$ cat config.mk
export PLATFORM = sky130hd
export DESIGN_NAME = seg7_scan_capture
export DESIGN_NICKNAME = d
export VERILOG_FILES = /design/src/rtl/seg7_scan_capture.sv
export SDC_FILE = /design/constraint.sdc
export NUM_CORES = 1
export LEC_CHECK = 0
export CORE_AREA = 2 2 109 111
export DETAILED_ROUTE_END_ITERATION = 10
export DIE_AREA = 0 0 111 113
export SLEW_MARGIN = 20
export SYNTH_ARGS = -nofsm -noshare
export SYNTH_HDL_FRONTEND = slang
export SYNTH_SLANG_ARGS = --single-unit
$ cat constraint.sdc
create_clock -name clk -period 6.9 [get_ports clk]
set_input_delay 1.035 -clock clk [delete_from_list [all_inputs] [get_ports clk]]
set_output_delay 1.035 -clock clk [all_outputs]
set_load 0.01 [all_outputs]
$ cat src/rtl/seg7_scan_capture.sv
// Capture side of a 4-digit multiplexed 7-segment bus: synchronizes the pins,
// debounces each digit slot and rebuilds the displayed 16-bit hex value.
module seg7_scan_capture #(
  parameter int STABLE_CYCLES  = 4,
  parameter int TIMEOUT_CYCLES = 1024
) (
  input  logic        clk,
  input  logic        rst_n,
  input  logic [3:0]  anodes,
  input  logic [6:0]  segments,
  output logic [15:0] value,
  output logic [3:0]  digit_err,
  output logic        frame_valid,
  output logic        anode_err,
  output logic        seq_err,
  output logic        timeout
);

  localparam logic [7:0]  STABLE_MAX   = 8'(STABLE_CYCLES);
  localparam logic [7:0]  STABLE_LAST  = 8'(STABLE_CYCLES - 1);
  localparam logic [15:0] TIMEOUT_LAST = 16'(TIMEOUT_CYCLES - 1);

  typedef enum logic [1:0] {
    S_WAIT_D0 = 2'd0,
    S_COL1    = 2'd1,
    S_COL2    = 2'd2,
    S_COL3    = 2'd3
  } state_t;

  logic [10:0] sync1_r, sync2_r, pat_r;
  logic [7:0]  cnt_r;
  logic [15:0] idle_r;
  logic [11:0] pend_val_r;
  logic [2:0]  pend_err_r;
  state_t      state_r;

  logic        commit_s, is_digit_s, multi_s;
  logic [1:0]  digit_s;
  logic [4:0]  glyph_s;
  state_t      next_col_s;

  // Active-low segment pattern to {error, nibble}; unknown glyphs read as 0 with error.
  function automatic logic [4:0] decode_glyph(input logic [6:0] seg_n);
    logic [6:0] g;
    g = ~seg_n;
    case (g)
      7'h3F:   return {1'b0, 4'h0};
      7'h06:   return {1'b0, 4'h1};
      7'h5B:   return {1'b0, 4'h2};
      7'h4F:   return {1'b0, 4'h3};
      7'h66:   return {1'b0, 4'h4};
      7'h6D:   return {1'b0, 4'h5};
      7'h7D:   return {1'b0, 4'h6};
      7'h07:   return {1'b0, 4'h7};
      7'h7F:   return {1'b0, 4'h8};
      7'h6F:   return {1'b0, 4'h9};
      7'h77:   return {1'b0, 4'hA};
      7'h7C:   return {1'b0, 4'hB};
      7'h39:   return {1'b0, 4'hC};
      7'h5E:   return {1'b0, 4'hD};
      7'h79:   return {1'b0, 4'hE};
      7'h71:   return {1'b0, 4'hF};
      default: return {1'b1, 4'h0};
    endcase
  endfunction

  // Two-flop synchronizer, pattern register and stability counter.
  always_ff @(posedge clk or negedge rst_n) begin
    if (!rst_n) begin
      sync1_r <= 11'h7FF;
      sync2_r <= 11'h7FF;
      pat_r   <= 11'h7FF;
      cnt_r   <= 8'd0;
    end else begin
      sync1_r <= {anodes, segments};
      sync2_r <= sync1_r;
      pat_r   <= sync2_r;
      if (sync2_r != pat_r) begin
        cnt_r <= 8'd1;
      end else if (cnt_r != STABLE_MAX) begin
        cnt_r <= cnt_r + 8'd1;
      end else begin
        cnt_r <= cnt_r;
      end
    end
  end

  // Commit strobe, anode classification, glyph decode and next collect state.
  always_comb begin
    commit_s   = (sync2_r == pat_r) && (cnt_r == STABLE_LAST);
    is_digit_s = 1'b1;
    multi_s    = 1'b0;
    digit_s    = 2'd0;
    glyph_s    = decode_glyph(sync2_r[6:0]);
    case (sync2_r[10:7])
      4'b1110: digit_s = 2'd0;
      4'b1101: digit_s = 2'd1;
      4'b1011: digit_s = 2'd2;
      4'b0111: digit_s = 2'd3;
      4'b1111: is_digit_s = 1'b0;
      default: begin
        is_digit_s = 1'b0;
        multi_s    = 1'b1;
      end
    endcase
    case (state_r)
      S_COL1:  next_col_s = S_COL2;
      S_COL2:  next_col_s = S_COL3;
      default: next_col_s = S_WAIT_D0;
    endcase
  end

  // Frame assembly FSM with inactivity timeout and registered outputs.
  always_ff @(posedge clk or negedge rst_n) begin
    if (!rst_n) begin
      state_r     <= S_WAIT_D0;
      idle_r      <= 16'd0;
      pend_val_r  <= 12'h000;
      pend_err_r  <= 3'b000;
      value       <= 16'h0000;
      digit_err   <= 4'b0000;
      frame_valid <= 1'b0;
      anode_err   <= 1'b0;
      seq_err     <= 1'b0;
      timeout     <= 1'b0;
    end else begin
      frame_valid <= 1'b0;
      anode_err   <= 1'b0;
      seq_err     <= 1'b0;
      timeout     <= 1'b0;
      if (commit_s && multi_s) begin
        anode_err <= 1'b1;
      end
      if (commit_s && is_digit_s) begin
        idle_r <= 16'd0;
        if (state_r == S_WAIT_D0) begin
          if (digit_s == 2'd0) begin
            pend_val_r <= {8'h00, glyph_s[3:0]};
            pend_err_r <= {2'b00, glyph_s[4]};
            state_r    <= S_COL1;
          end
        end else if (digit_s == 2'(state_r)) begin
          case (digit_s)
            2'd1: begin
              pend_val_r[7:4] <= glyph_s[3:0];
              pend_err_r[1]   <= glyph_s[4];
            end
            2'd2: begin
              pend_val_r[11:8] <= glyph_s[3:0];
              pend_err_r[2]    <= glyph_s[4];
            end
            default: begin
              value       <= {glyph_s[3:0], pend_val_r};
              digit_err   <= {glyph_s[4], pend_err_r};
              frame_valid <= 1'b1;
            end
          endcase
          state_r <= next_col_s;
        end else if (digit_s == 2'd0) begin
          // Early digit0 restarts collection rather than waiting a full scan.
          seq_err    <= 1'b1;
          pend_val_r <= {8'h00, glyph_s[3:0]};
          pend_err_r <= {2'b00, glyph_s[4]};
          state_r    <= S_COL1;
        end else begin
          seq_err <= 1'b1;
          state_r <= S_WAIT_D0;
        end
      end else if (state_r == S_WAIT_D0) begin
        idle_r <= 16'd0;
      end else if (idle_r == TIMEOUT_LAST) begin
        timeout <= 1'b1;
        idle_r  <= 16'd0;
        state_r <= S_WAIT_D0;
      end else begin
        idle_r <= idle_r + 16'd1;
      end
    end
  end

endmodule
; ---- Yosys cells after proc, flatten, opt, wreduce, memory -nomap -nowiden
; Cells that the tools add are included.
[totals]
wordCells = 114
ff_bits = 98
[op_classes]
bitwise = 3
reduce_logical = 15
n_addsub = 2
muxes = 40
eq_ne = 36
[ops]
columns = op, n
row1 = "7-bit equality test, second input constant", 12
row2 = 5-bit case mux with 16 select lines, 1
row3 = 16-bit two-way mux, 3
row4 = 12-bit two-way mux, 2
row5 = 8-bit two-way mux, 3
row6 = 1-bit two-way mux, 17
row7 = "16-bit by 1-bit adder with 16-bit output, second input constant", 1
row8 = "16-bit by 10-bit equality test with 1-bit output, second input constant", 1
row9 = "4-bit equality test, second input constant", 4
row10 = "7-bit by 3-bit equality test with 1-bit output, second input constant", 2
row11 = "7-bit by 6-bit equality test with 1-bit output, second input constant", 2
row12 = 2-bit two-way mux, 7
row13 = 4-bit two-way mux, 3
row14 = 11-bit equality test, 1
row15 = 11-bit inequality test, 1
row16 = "8-bit by 1-bit adder with 8-bit output, second input constant", 1
row17 = "8-bit by 2-bit equality test with 1-bit output, second input constant", 1
row18 = "8-bit by 3-bit inequality test with 1-bit output, second input constant", 1
row19 = 7-bit NOT, 1
row20 = 3-bit two-way mux, 2
row21 = "3-bit by 2-bit inequality test with 1-bit output, second input constant", 2
row22 = 2-bit case mux with 3 select lines, 1
row23 = 2-bit AND reduction, 3
row24 = 5-bit OR reduction, 1
row25 = other kinds (15), 23

; ---- Logic depth before layout (Yosys ltp)
[logic_depth]
depth_word = 8
ltp_mapped = 9
mapped_depth_nobuf = 7

; ---- Worst setup path before layout
; No wires, ideal clock.
[synth_path]
kind = flip-flop to flip-flop
start = register sync2_r[4]
end = register digit_err[0]
arrival_time_ns = 2.367
stages_incl_launch_ff = 10
path_buffers = 3
path_slack_ns = 4.408
required_time_ns = 6.775
setup_time_ns = 0.125
path_cell_list = dfstp_2 -> clkbuf_1 -> xor2_1 -> nor3_1 -> nand3_1 -> buf_2 -> or3_4 -> nor3_4 -> buf_6 -> mux2_2
[synth_between]
elab_chain_len = 4
[synth_rtl]
columns = item, line
row1 = from (decl), 30  ; logic [10:0] sync1_r, sync2_r, pat_r;
row2 = from (signal assigned), 76  ; sync2_r <= sync1_r;
row3 = 11-bit equality test, 90  ; commit_s = (sync2_r == pat_r) && (cnt_r == STABLE_LAST);
row4 = 1-bit logical AND, 90
row5 = 1-bit logical AND, 134  ; if (commit_s && is_digit_s) begin
row6 = 4-bit AND reduction (no line), --
row7 = to (signal assigned), 154  ; digit_err <= {glyph_s[4], pend_err_r};
row8 = to (decl), 12  ; output logic [3:0] digit_err,
; No other way between the ends.
; A chain may end at the register's enable or synchronous reset.

; ---- Final worst setup path
[layout_path]
start = register sync2_r[4]
end = register value[6]
[layout_between]
elab_chain_len = 4
[layout_rtl]
columns = item, line
row1 = 11-bit equality test, 90
row2 = 1-bit logical AND, 90
row3 = 1-bit logical AND, 134
row4 = 4-bit AND reduction (no line), --
row5 = to (signal assigned), 153  ; value <= {glyph_s[3:0], pend_val_r};
row6 = to (decl), 11  ; output logic [15:0] value,
; No other way between the ends.

==> flow_summary.yaml <==
sta:
  worstMarginPinSlew_ps: 1001
  period_needed_ps: 3365
  setup_violations: 0
  rsz0062_at_grt: "no"
  final.period_utilization_pct: 48.77
  timing.clock.skew_ps: 9.892
  maxSlewViolCount: 0
  relSlewSlack_pct: 32.91
  tns_ps: 0
  fmax_mhz: 297.2
  hold_viol_final: 0
cts:
  cts_hold_buf: 0
  cts_root_buffer: "clkbuf_16"
  cts_tree: "built"
  cts_resized: 0
  numClockSinks: 98
  clockBufferDepth: 2
  cts_buffers: 9
  clk_latency_ps: 350
  htreeDepth: 3
  clkSlewWorstSetupHoldPaths_ps: 70
  cts_setup_buffers: 0
finish:
  synthToLayoutAreaGrowth_pct: 15.79
  nets: 431
  post-route-cell-area_sq_um: 5137
  drive_above_1_share_pct: 19.04
  num-fill-cells: 1030
  diodes: 0
critical_path:
  cp.arrival_ps: 3600
  worstSetupPathType: "flop to flop"
  required_ps: 7130
  cp-end-kind: "flop"
  crit_fanout: 20
  start_kind: "flop"
die:
  fp.dieH_um: 113
  initial_utilization_pct: 39.36
  boundaryPins: 37
  rows: 39
  core_area_sq_um: 11270
  die_area_sq_um: 12540
  die_x_um: 111
grt:
  antenna_found_initial: 0
  grt_pass1_vias: 2854
  grt_pass1_wl_mm: 13.88
  grt_overflow: 0
  grt_max_degree: 52
  grt_usage_pct: 13.87
synthesis:
  ys_warn_count: 0
  synth_common_cells: "dfrtp_1 (65), nor2_1 (41), dfstp_2 (33), mux2_2 (25), xor2_1 (23)"
  syn_avg_cell_area_sq_um: 11.52
  synth_area_leaders: "dfrtp_1 (37%), dfstp_2 (20%), mux2_2 (6.3%)"
  syn-num-nets: 406
  yosysTopAreaCell: "dfrtp_1"
  synth.distinct_cells: 53
  synthFlopType: "dfrtp_1"
  synth_edf_count: 0
  yosysMostFrequentCell: "dfrtp_1"
  synth-seq-cells: 98
  synth_top_area_share_pct: 36.66
  async_flop_share_pct: 100.0
  synthCells: 385
  syn_area_sq_um: 4437
  ys_seq_area_share_pct: 56.20
place:
  dpl-instance-area_sq_um: 4858
  gp_congestion: 0.8024
  portBuffers: 36
  dpl.hpwl_mm: 5.417
routing:
  drc_errors: 0
  viasPerCell: 5.081
  drtAntennaViolNets: 0
  dr.first_iter.drc_count: 166
  firstDrtPassIters: 4
  wl_per_cell_um: 14.42
  drt-total-wl_mm: 8.044
  dr_total_vias: 2835
pwr:
  power_density_nw_per_um2: 218.4
  p_leak_nw: 2.111
  ir_worst_vdd_mv: 0.1059
hold_path:
  hold_path_class: "flop to flop"
outcome:
  outcome: "complete, no violations"
run:
  drv_cap: 0
[layout make-up]
class / instances / area (sq um) / share of cell area (%)
clock buffer: 9 / 225.2 / 4.384
inverter: 11 / 41.29 / 0.8037
multi-input combinational: 253 / 1779 / 34.63
timing repair buffer: 37 / 365.4 / 7.112
tap: 143 / 178.9 / 3.483
sequential: 98 / 2494 / 48.54
clock inverter: 7 / 53.80 / 1.047
[state kept, by name, indices dropped and copies added, names as in the netlist, 2 cells and up]
| register | cells |
|---|---|
| state_r | 2 |
| value | 16 |
| sync1_r | 11 |
| pend_val_r | 12 |
| pat_r | 11 |
| digit_err | 4 |
| cnt_r | 8 |
| idle_r | 16 |
| sync2_r | 11 |
| pend_err_r | 3 |
[where the power goes]
group	switching, mW	internal [mW]
combinational	0.0264	0.0195
clock	0.222	0.247
sequential	0.0147	0.592
total	0.263	0.859
[path summary, 6_finish.rpt]
kind / from / endpoint / slack (ps) / cells after the start
max in group asynchronous: rst_n / idle_r[14] / 5180 / 2
min: sync1_r[7] / sync2_r[7] / 350 / 0
min in group asynchronous: rst_n / cnt_r[0] / 680 / 1
min reg2reg: sync1_r[7] / sync2_r[7] / 350 / 0
max reg2reg: sync2_r[4] / value[6] / 3540 / 6
max: sync2_r[4] / value[6] / 3540 / 6
[critical path: stages, from the launching register on]
cell and delay (ps):
dfstp_2 720, xor2_1 110, nor3_1 280, nand3_1 390, or3_4 540, nor3_4 780
mux2_2 420
[layer usage]
| metal | track usage [%] | wire length (um) | up-vias |
|---|---|---|---|
| met1 | 18.44 | 3963 | 1398 |
| met5 | 0 | 0 | - |
| met4 | 4.917 | 99 | 0 |
| met3 | 4.285 | 344 | 6 |
| li1 | - | - | 1383 |
| met2 | 21.64 | 3637 | 48 |
[stage by stage]
stage	cells	setup WS (ps)	hold slack (ps)	total power [mW]	util, %
finish	558	3535	353.1	1.122	45.58
global route	558	3260	358.1	1.175	45.58
CTS	558	3485	356.8	1.142	45.58
detailed placement	542	3505	346.8	0.6645	43.10
global placement	542	3528	346.3	0.6636	43.10
floorplan	385	4408	345.2	0.6397	-
[cell families after synthesis]
family                   share of synthesized area, %
XOR/XNOR                                        6.712
AND/OR/NAND/NOR                                 15.71
flip-flops                                      56.20
buffers and inverters                           3.694
AO/OA/AOI/OAI                                   8.630
multiplexers                                    6.796
adder cells (fa/ha/maj)                         2.256
[cells in the final DEF, fill, tap and decap left out, types with 3 or more instances in the layout]
cell	synthesis	final
o2bb2ai_1	12	12
nand2_1	16	16
dfrtp_1	65	65
xnor2_1	11	11
nor3_1	8	8
clkdlybuf4s50_1	0	35
nor2_1	41	41
nor3b_1	3	3
nand3_1	15	15
o21ai_0	5	5
a31oi_1	11	11
ha_1	8	8
clkbuf_16	0	9
nand4_1	4	4
nor2b_1	17	17
nor4b_1	3	3
nor4_1	4	4
a21oi_1	8	8
mux2_2	25	25
xor2_1	23	23
dfstp_2	33	33
and3_1	4	4
inv_1	11	11
Power figures use the tool's default switching activity.
